**src/rtl/vseq_pkg.sv**
```systemverilog
// Shared constants for the vector MAC sequencer: state codes, default sizes
// and the counter-width helper.
package vseq_pkg;

  localparam int VSEQ_NREG_DEF = 10;
  localparam int VSEQ_DW_DEF   = 8;

  typedef logic [2:0] vseq_state_t;

  localparam vseq_state_t ST_IDLE  = 3'd0;
  localparam vseq_state_t ST_LOAD  = 3'd1;
  localparam vseq_state_t ST_MAC   = 3'd2;
  localparam vseq_state_t ST_DRAIN = 3'd3;
  localparam vseq_state_t ST_DONE  = 3'd4;

  // Counter width for indices 0..n-1; never narrower than one bit.
  function automatic int idx_width(input int n);
    return (n <= 2) ? 1 : $clog2(n);
  endfunction

endpackage

```
**src/rtl/vseq_onehot_dec.sv**
```systemverilog
// Index to one-hot decoder with enable; an inactive enable yields all zeros.
module vseq_onehot_dec #(
  parameter int N  = 10,
  parameter int IW = 4
) (
  input  logic          en,
  input  logic [IW-1:0] idx,
  output logic [N-1:0]  onehot
);

  for (genvar gi = 0; gi < N; gi++) begin : g_bit
    assign onehot[gi] = en && (idx == IW'(gi));
  end

endmodule

```
**src/rtl/vec_mac_sequencer.sv**
```systemverilog
// Load/multiply/accumulate controller for the vector register datapath.
// Optional VSEQ_ABORT_EN adds an abort input that cancels a run in progress.
module vec_mac_sequencer
  import vseq_pkg::*;
#(
  parameter int NREG = VSEQ_NREG_DEF,
  parameter int DW   = VSEQ_DW_DEF
) (
  input  logic            clk,
  input  logic            reset,
  input  logic            start,
`ifdef VSEQ_ABORT_EN
  input  logic            abort,
`endif
  input  logic            in_valid,
  input  logic [DW-1:0]   in_data,
  output logic            in_ready,
  output logic [DW-1:0]   next_in,
  output logic [NREG-1:0] load,
  output logic            mul_en,
  output logic [NREG-1:0] mul_sel_a,
  output logic [NREG-1:0] mul_sel_b,
  output logic            add_en,
  output logic            acc_clr,
  output logic            busy,
  output logic            done,
  output logic [2:0]      state
);

  localparam int NPAIR = NREG / 2;
  localparam int IW    = idx_width(NREG);
  localparam int KW    = idx_width(NPAIR);

  localparam logic [IW-1:0] IDX_LAST = IW'(NREG - 1);
  localparam logic [KW-1:0] K_LAST   = KW'(NPAIR - 1);

  if (((NREG % 2) != 0) || (NREG < 2)) begin : g_nreg_check
    $error("vec_mac_sequencer: NREG must be even and at least 2");
  end

  vseq_state_t   state_reg, state_next;
  logic [IW-1:0] idx_reg;
  logic [KW-1:0] k_reg;
  logic          add_en_reg;

  logic          abort_hit;
  logic          beat;
  logic          load_en;
  logic          mac_en;
  logic [IW-1:0] a_idx;
  logic [IW-1:0] b_idx;

`ifdef VSEQ_ABORT_EN
  assign abort_hit = abort && ((state_reg == ST_LOAD) || (state_reg == ST_MAC) ||
                               (state_reg == ST_DRAIN));
`else
  assign abort_hit = 1'b0;
`endif

  assign beat = in_valid && in_ready;

  always_ff @(posedge clk) begin
    if (reset) begin
      state_reg <= ST_IDLE;
    end else begin
      state_reg <= state_next;
    end
  end

  always_comb begin
    state_next = ST_IDLE;
    case (state_reg)
      ST_IDLE:  state_next = start ? ST_LOAD : ST_IDLE;
      ST_LOAD: begin
        if (abort_hit)                      state_next = ST_IDLE;
        else if (beat && idx_reg == IDX_LAST) state_next = ST_MAC;
        else                                state_next = ST_LOAD;
      end
      ST_MAC: begin
        if (abort_hit)             state_next = ST_IDLE;
        else if (k_reg == K_LAST)  state_next = ST_DRAIN;
        else                       state_next = ST_MAC;
      end
      ST_DRAIN: state_next = abort_hit ? ST_IDLE : ST_DONE;
      ST_DONE:  state_next = ST_IDLE;
      default:  state_next = ST_IDLE;
    endcase
  end

  // An aborting MAC cycle issues nothing, so no stray add_en follows into IDLE.
  always_comb begin
    in_ready = 1'b0;
    load_en  = 1'b0;
    mac_en   = 1'b0;
    acc_clr  = 1'b0;
    busy     = 1'b0;
    done     = 1'b0;
    case (state_reg)
      ST_IDLE: acc_clr = start;
      ST_LOAD: begin
        busy     = 1'b1;
        in_ready = !abort_hit;
        load_en  = in_valid && !abort_hit;
      end
      ST_MAC: begin
        busy   = 1'b1;
        mac_en = !abort_hit;
      end
      ST_DRAIN: busy = 1'b1;
      ST_DONE: begin
        busy = 1'b1;
        done = 1'b1;
      end
      default: busy = 1'b0;
    endcase
  end

  always_ff @(posedge clk) begin
    if (reset) begin
      idx_reg    <= '0;
      k_reg      <= '0;
      add_en_reg <= 1'b0;
    end else begin
      add_en_reg <= mac_en;
      if (state_reg == ST_IDLE && start) begin
        idx_reg <= '0;
      end else if (beat) begin
        idx_reg <= idx_reg + 1'b1;
      end
      if (beat && idx_reg == IDX_LAST) begin
        k_reg <= '0;
      end else if (mac_en) begin
        k_reg <= k_reg + 1'b1;
      end
    end
  end

  // Pair k reads registers 2k and 2k+1.
  assign a_idx = IW'({k_reg, 1'b0});
  assign b_idx = a_idx | IW'(1);

  vseq_onehot_dec #(.N(NREG), .IW(IW)) u_load_dec (
    .en     (load_en),
    .idx    (idx_reg),
    .onehot (load)
  );

  vseq_onehot_dec #(.N(NREG), .IW(IW)) u_sel_a_dec (
    .en     (mac_en),
    .idx    (a_idx),
    .onehot (mul_sel_a)
  );

  vseq_onehot_dec #(.N(NREG), .IW(IW)) u_sel_b_dec (
    .en     (mac_en),
    .idx    (b_idx),
    .onehot (mul_sel_b)
  );

  assign mul_en  = mac_en;
  assign add_en  = add_en_reg;
  assign next_in = in_data;
  assign state   = state_reg;

endmodule

```
**config.mk**
```make
export PLATFORM = sky130hd
export DESIGN_NAME = vec_mac_sequencer
export DESIGN_NICKNAME = d
export VERILOG_FILES = /design/src/rtl/vseq_pkg.sv /design/src/rtl/vseq_onehot_dec.sv /design/src/rtl/vec_mac_sequencer.sv
export SDC_FILE = /design/constraint.sdc
export NUM_CORES = 1
export LEC_CHECK = 0
export CAP_MARGIN = 5
export CORE_ASPECT_RATIO = 1.25
export CORE_MARGIN = 3
export CORE_UTILIZATION = 39
export DETAILED_ROUTE_END_ITERATION = 16
export GPL_TIMING_DRIVEN = 0
export PLACE_DENSITY = 0.95
export SETUP_SLACK_MARGIN = 0.5
export SYNTH_ARGS = -nofsm -noshare
export SYNTH_HDL_FRONTEND = slang
export SYNTH_HIERARCHICAL = 1
export SYNTH_SLANG_ARGS = --single-unit
```
**constraint.sdc**
```tcl
create_clock -name clk -period 4 [get_ports clk]
set_clock_uncertainty 0.1 [all_clocks]
set_input_delay 1 -clock clk [delete_from_list [all_inputs] [get_ports clk]]
set_output_delay 1 -clock clk [all_outputs]
set_load 0.005 [all_outputs]
```
==> run_results.csv <==
group,metric,value,unit
floorplanning,die_h,60.3,um
sta,worstMarginPinSlew,515,ps
power,p_comb_frac,0.202,
power,power,247,uW
critical_path,crit_type,"primary input to primary output",
placed_design,dpl_worst_slack,-1.21,ps
sta,max_freq,295,MHz
floorplanning,dieWidth,49.5,um
synth,synth.avg_cell_area,7.67,um^2
cells_and_area,final_cell_mix,"clkdlybuf4s50_1 (30), nor2_1 (27), buf_4 (12), conb_1 (12), dfxtp_1 (11)",
clock_network,clockBufferDepth,2,
route,num_vias,1015,
global_routing,grt_max_degree,16,
route,ant_nets,0,
synth,yosys.cell_types.count,33,
power,power.density,166,nW/um^2
placed_design,gp_congestion,0.699,
power,leakagePower,0.658,nW
flow_run,max-cap-violations,0,
synth,synth-edff-count,0,
floorplanning,rows,19,
status,status,"finished, final reports clean",
power,power_frac_seq,0.474,
critical_path,cp_data_arrival_time,2290,ps
route,wl,2580,um
cells_and_area,drive_above_1_share,0.179,
synth,synth_seq_cells,11,
sta,setup_slack,611,ps
floorplanning,core,2230,um^2
critical_path,cpMostUsedCell,"clkdlybuf4s50_1",
sta,finalHoldViolations,0,
placed_design,dp_hpwl,1900,um
clock_network,cts_htree_levels,1,
critical_path,critPathBufInv,2,
critical_path,cpPeakStageDelay,560,ps
sta,finalCriticalPeriod,3390,ps
critical_path,crit_path_end_kind,"primary output",
cells_and_area,nets,196,
global_routing,grt_usage,0.168,
clock_network,cts_tree,"done",
sta,relSlewSlack,0.656,
synth,async_flop_share,0,
power,p_sw_frac,0.271,
synth,synth_flop_cell,"dfxtp_1",
sta,setup_violations,0,
cells_and_area,final_common_cell,"clkdlybuf4s50_1",
clock_network,clock_sinks,11,
critical_path,cp_max_fo,2,
synth,yosys-top-cells-area,"dfxtp_1 (24%), nor2_1 (11%), buf_4 (6.5%)",
placed_design,port_buffers,40,
global_routing,antenna_found_initial,0,
power,p_sw,66.8,uW
floorplanning,ios,59,
route,firstDrtPassIters,4,
cells_and_area,antenna_cells,0,
sta,rsz0062_at_grt,"false",
synth,ys_warn_count,6,
critical_path,crit_family,"buffers and inverters",
floorplanning,start_util,0.412,
cells_and_area,area_delta_synth_final,61.5,%
sta,tns,0,ps
clock_network,cts_buffers,3,
sta,whs,462,ps
hold_path,hp-class,"register to register",
route,wl_per_cell,12.3,um
synth,postSynthCellCount,120,
clock_network,root_buffer,"clkbuf_4",
sta,finalCritPeriodShare,0.847,
critical_path,worstPathRequired,2900,ps
global_routing,grt_pass1_wl,3940,um
route,viasPerCell,4.83,
sta,slew_viol_final,0,
synth,ys_seq_area_frac,0.239,
synth,synth_area,921,um^2
critical_path,cp-start-kind,"primary input",
power,vdd_drop_max,0.000156,V
floorplanning,die_area,2980,um^2
power,p_int,180,uW
cells_and_area,final_cell_area,1490,um^2
route,drt-initial-drc-count,18,
power,pwr-share-clk,0.323,
global_routing,grt_pass1_vias,906,
critical_path,slowest_stage,"clkdlybuf4s50_1",
route,drc,0,
synth,synth_top_area_share,0.239,
critical_path,crit_chain,"clkdlybuf4s50_1 -> nor4b_2 -> clkdlybuf4s50_1",
cells_and_area,largest_reg_flops,4,
clock_network,clock_latency,280,ps
synth,synth_largest_area_cell,"dfxtp_1",
global_routing,grt.overflow.total,0,
placed_design,placed_cell_area,1400,um^2
clock_network,clk_pin_slew,80,ps
## logic make-up after synthesis
group / count (synthesis) / share of synthesized area
and+or+nand+nor: 72 / 0.474
buffers and inverters: 15 / 0.103
AOI/OAI and AO/OA: 12 / 0.0829
DFF: 11 / 0.239
xor gates and xnor gates: 4 / 0.0380
adders and majority gates: 4 / 0.0543
other: 2 / 0.00816
## worst paths after layout
path                            startpoint    endpoint  slack [ps]  cells past startpoint
worst max-delay path                 start     acc_clr         610                      3
worst min register to register  idx_reg[2]  idx_reg[2]         460                      2
worst min-delay path            idx_reg[2]  idx_reg[2]         460                      2
worst max register to register  idx_reg[1]    k_reg[2]        2470                      5
## per-layer routing
metal  wire length [um]  GRT usage  vias up  share of wire
li1                   -          -      503              -
met1                918      0.167      461           0.36
met2               1400      0.341       48           0.54
met3                237     0.0418        3          0.092
met4                 28     0.0593        0          0.011
met5                  0          0        -              0
## per-stage QoR
| step | std cells | util |
|---|---|---|
| floorplan | 130 | - |
| global placement | 201 | 0.625 |
| detailed placement | 201 | 0.625 |
| CTS | 206 | 0.644 |
| global route | 210 | 0.666 |
| finish | 210 | 0.666 |
## Yosys cell counts (2+ instances only)
| cell | number |
|---|---|
| a21boi_1 | 2 |
| or3_1 | 2 |
| conb_1 | 2 |
| xnor2_1 | 4 |
| nor3_2 | 3 |
| nor2_1 | 27 |
| or3b_1 | 3 |
| nor3_1 | 7 |
| ha_1 | 4 |
| a21oi_1 | 3 |
| nand2_1 | 5 |
| inv_1 | 4 |
| nor3b_2 | 2 |
| buf_4 | 8 |
| dfxtp_1 | 11 |
| nand2b_1 | 8 |
| nand3b_1 | 6 |
| nand3_1 | 2 |
| o21ai_0 | 3 |
## layout make-up
class / count / area, um^2
buffer: 10 / 78.8
clock buffer: 3 / 22.5
clock inverter: 1 / 5.00
fill: 199 / 747
inverter: 5 / 21.3
multi-input combinational: 104 / 654
sequential: 11 / 220
tap: 31 / 38.8
timing repair buffer: 45 / 447
## timing repair
item                       CTS  global route
hold buffers                 0             0
gates resized for setup     11             7
setup endpoints to repair   14             8
cloned                       0             0
pin swaps                    1             3
buffers inserted             1             4
## power by group through the flow
stage          combinational [mW]  sequential [mW]  clock (mW)
2_1_floorplan              0.0243            0.118           0
3_3_place_gp               0.0456            0.118           0
3_5_place_dp               0.0471            0.119           0
4_1_cts                    0.0484            0.117      0.0798
5_1_grt                    0.0544            0.118      0.0851
6_report                   0.0499            0.117      0.0798
## worst min-delay path, delay by kind of cell (launching register included)
family          cells  cell delay [ps]
compound gates      2              150
flops               1              370
Power figures use the tool's default switching activity.
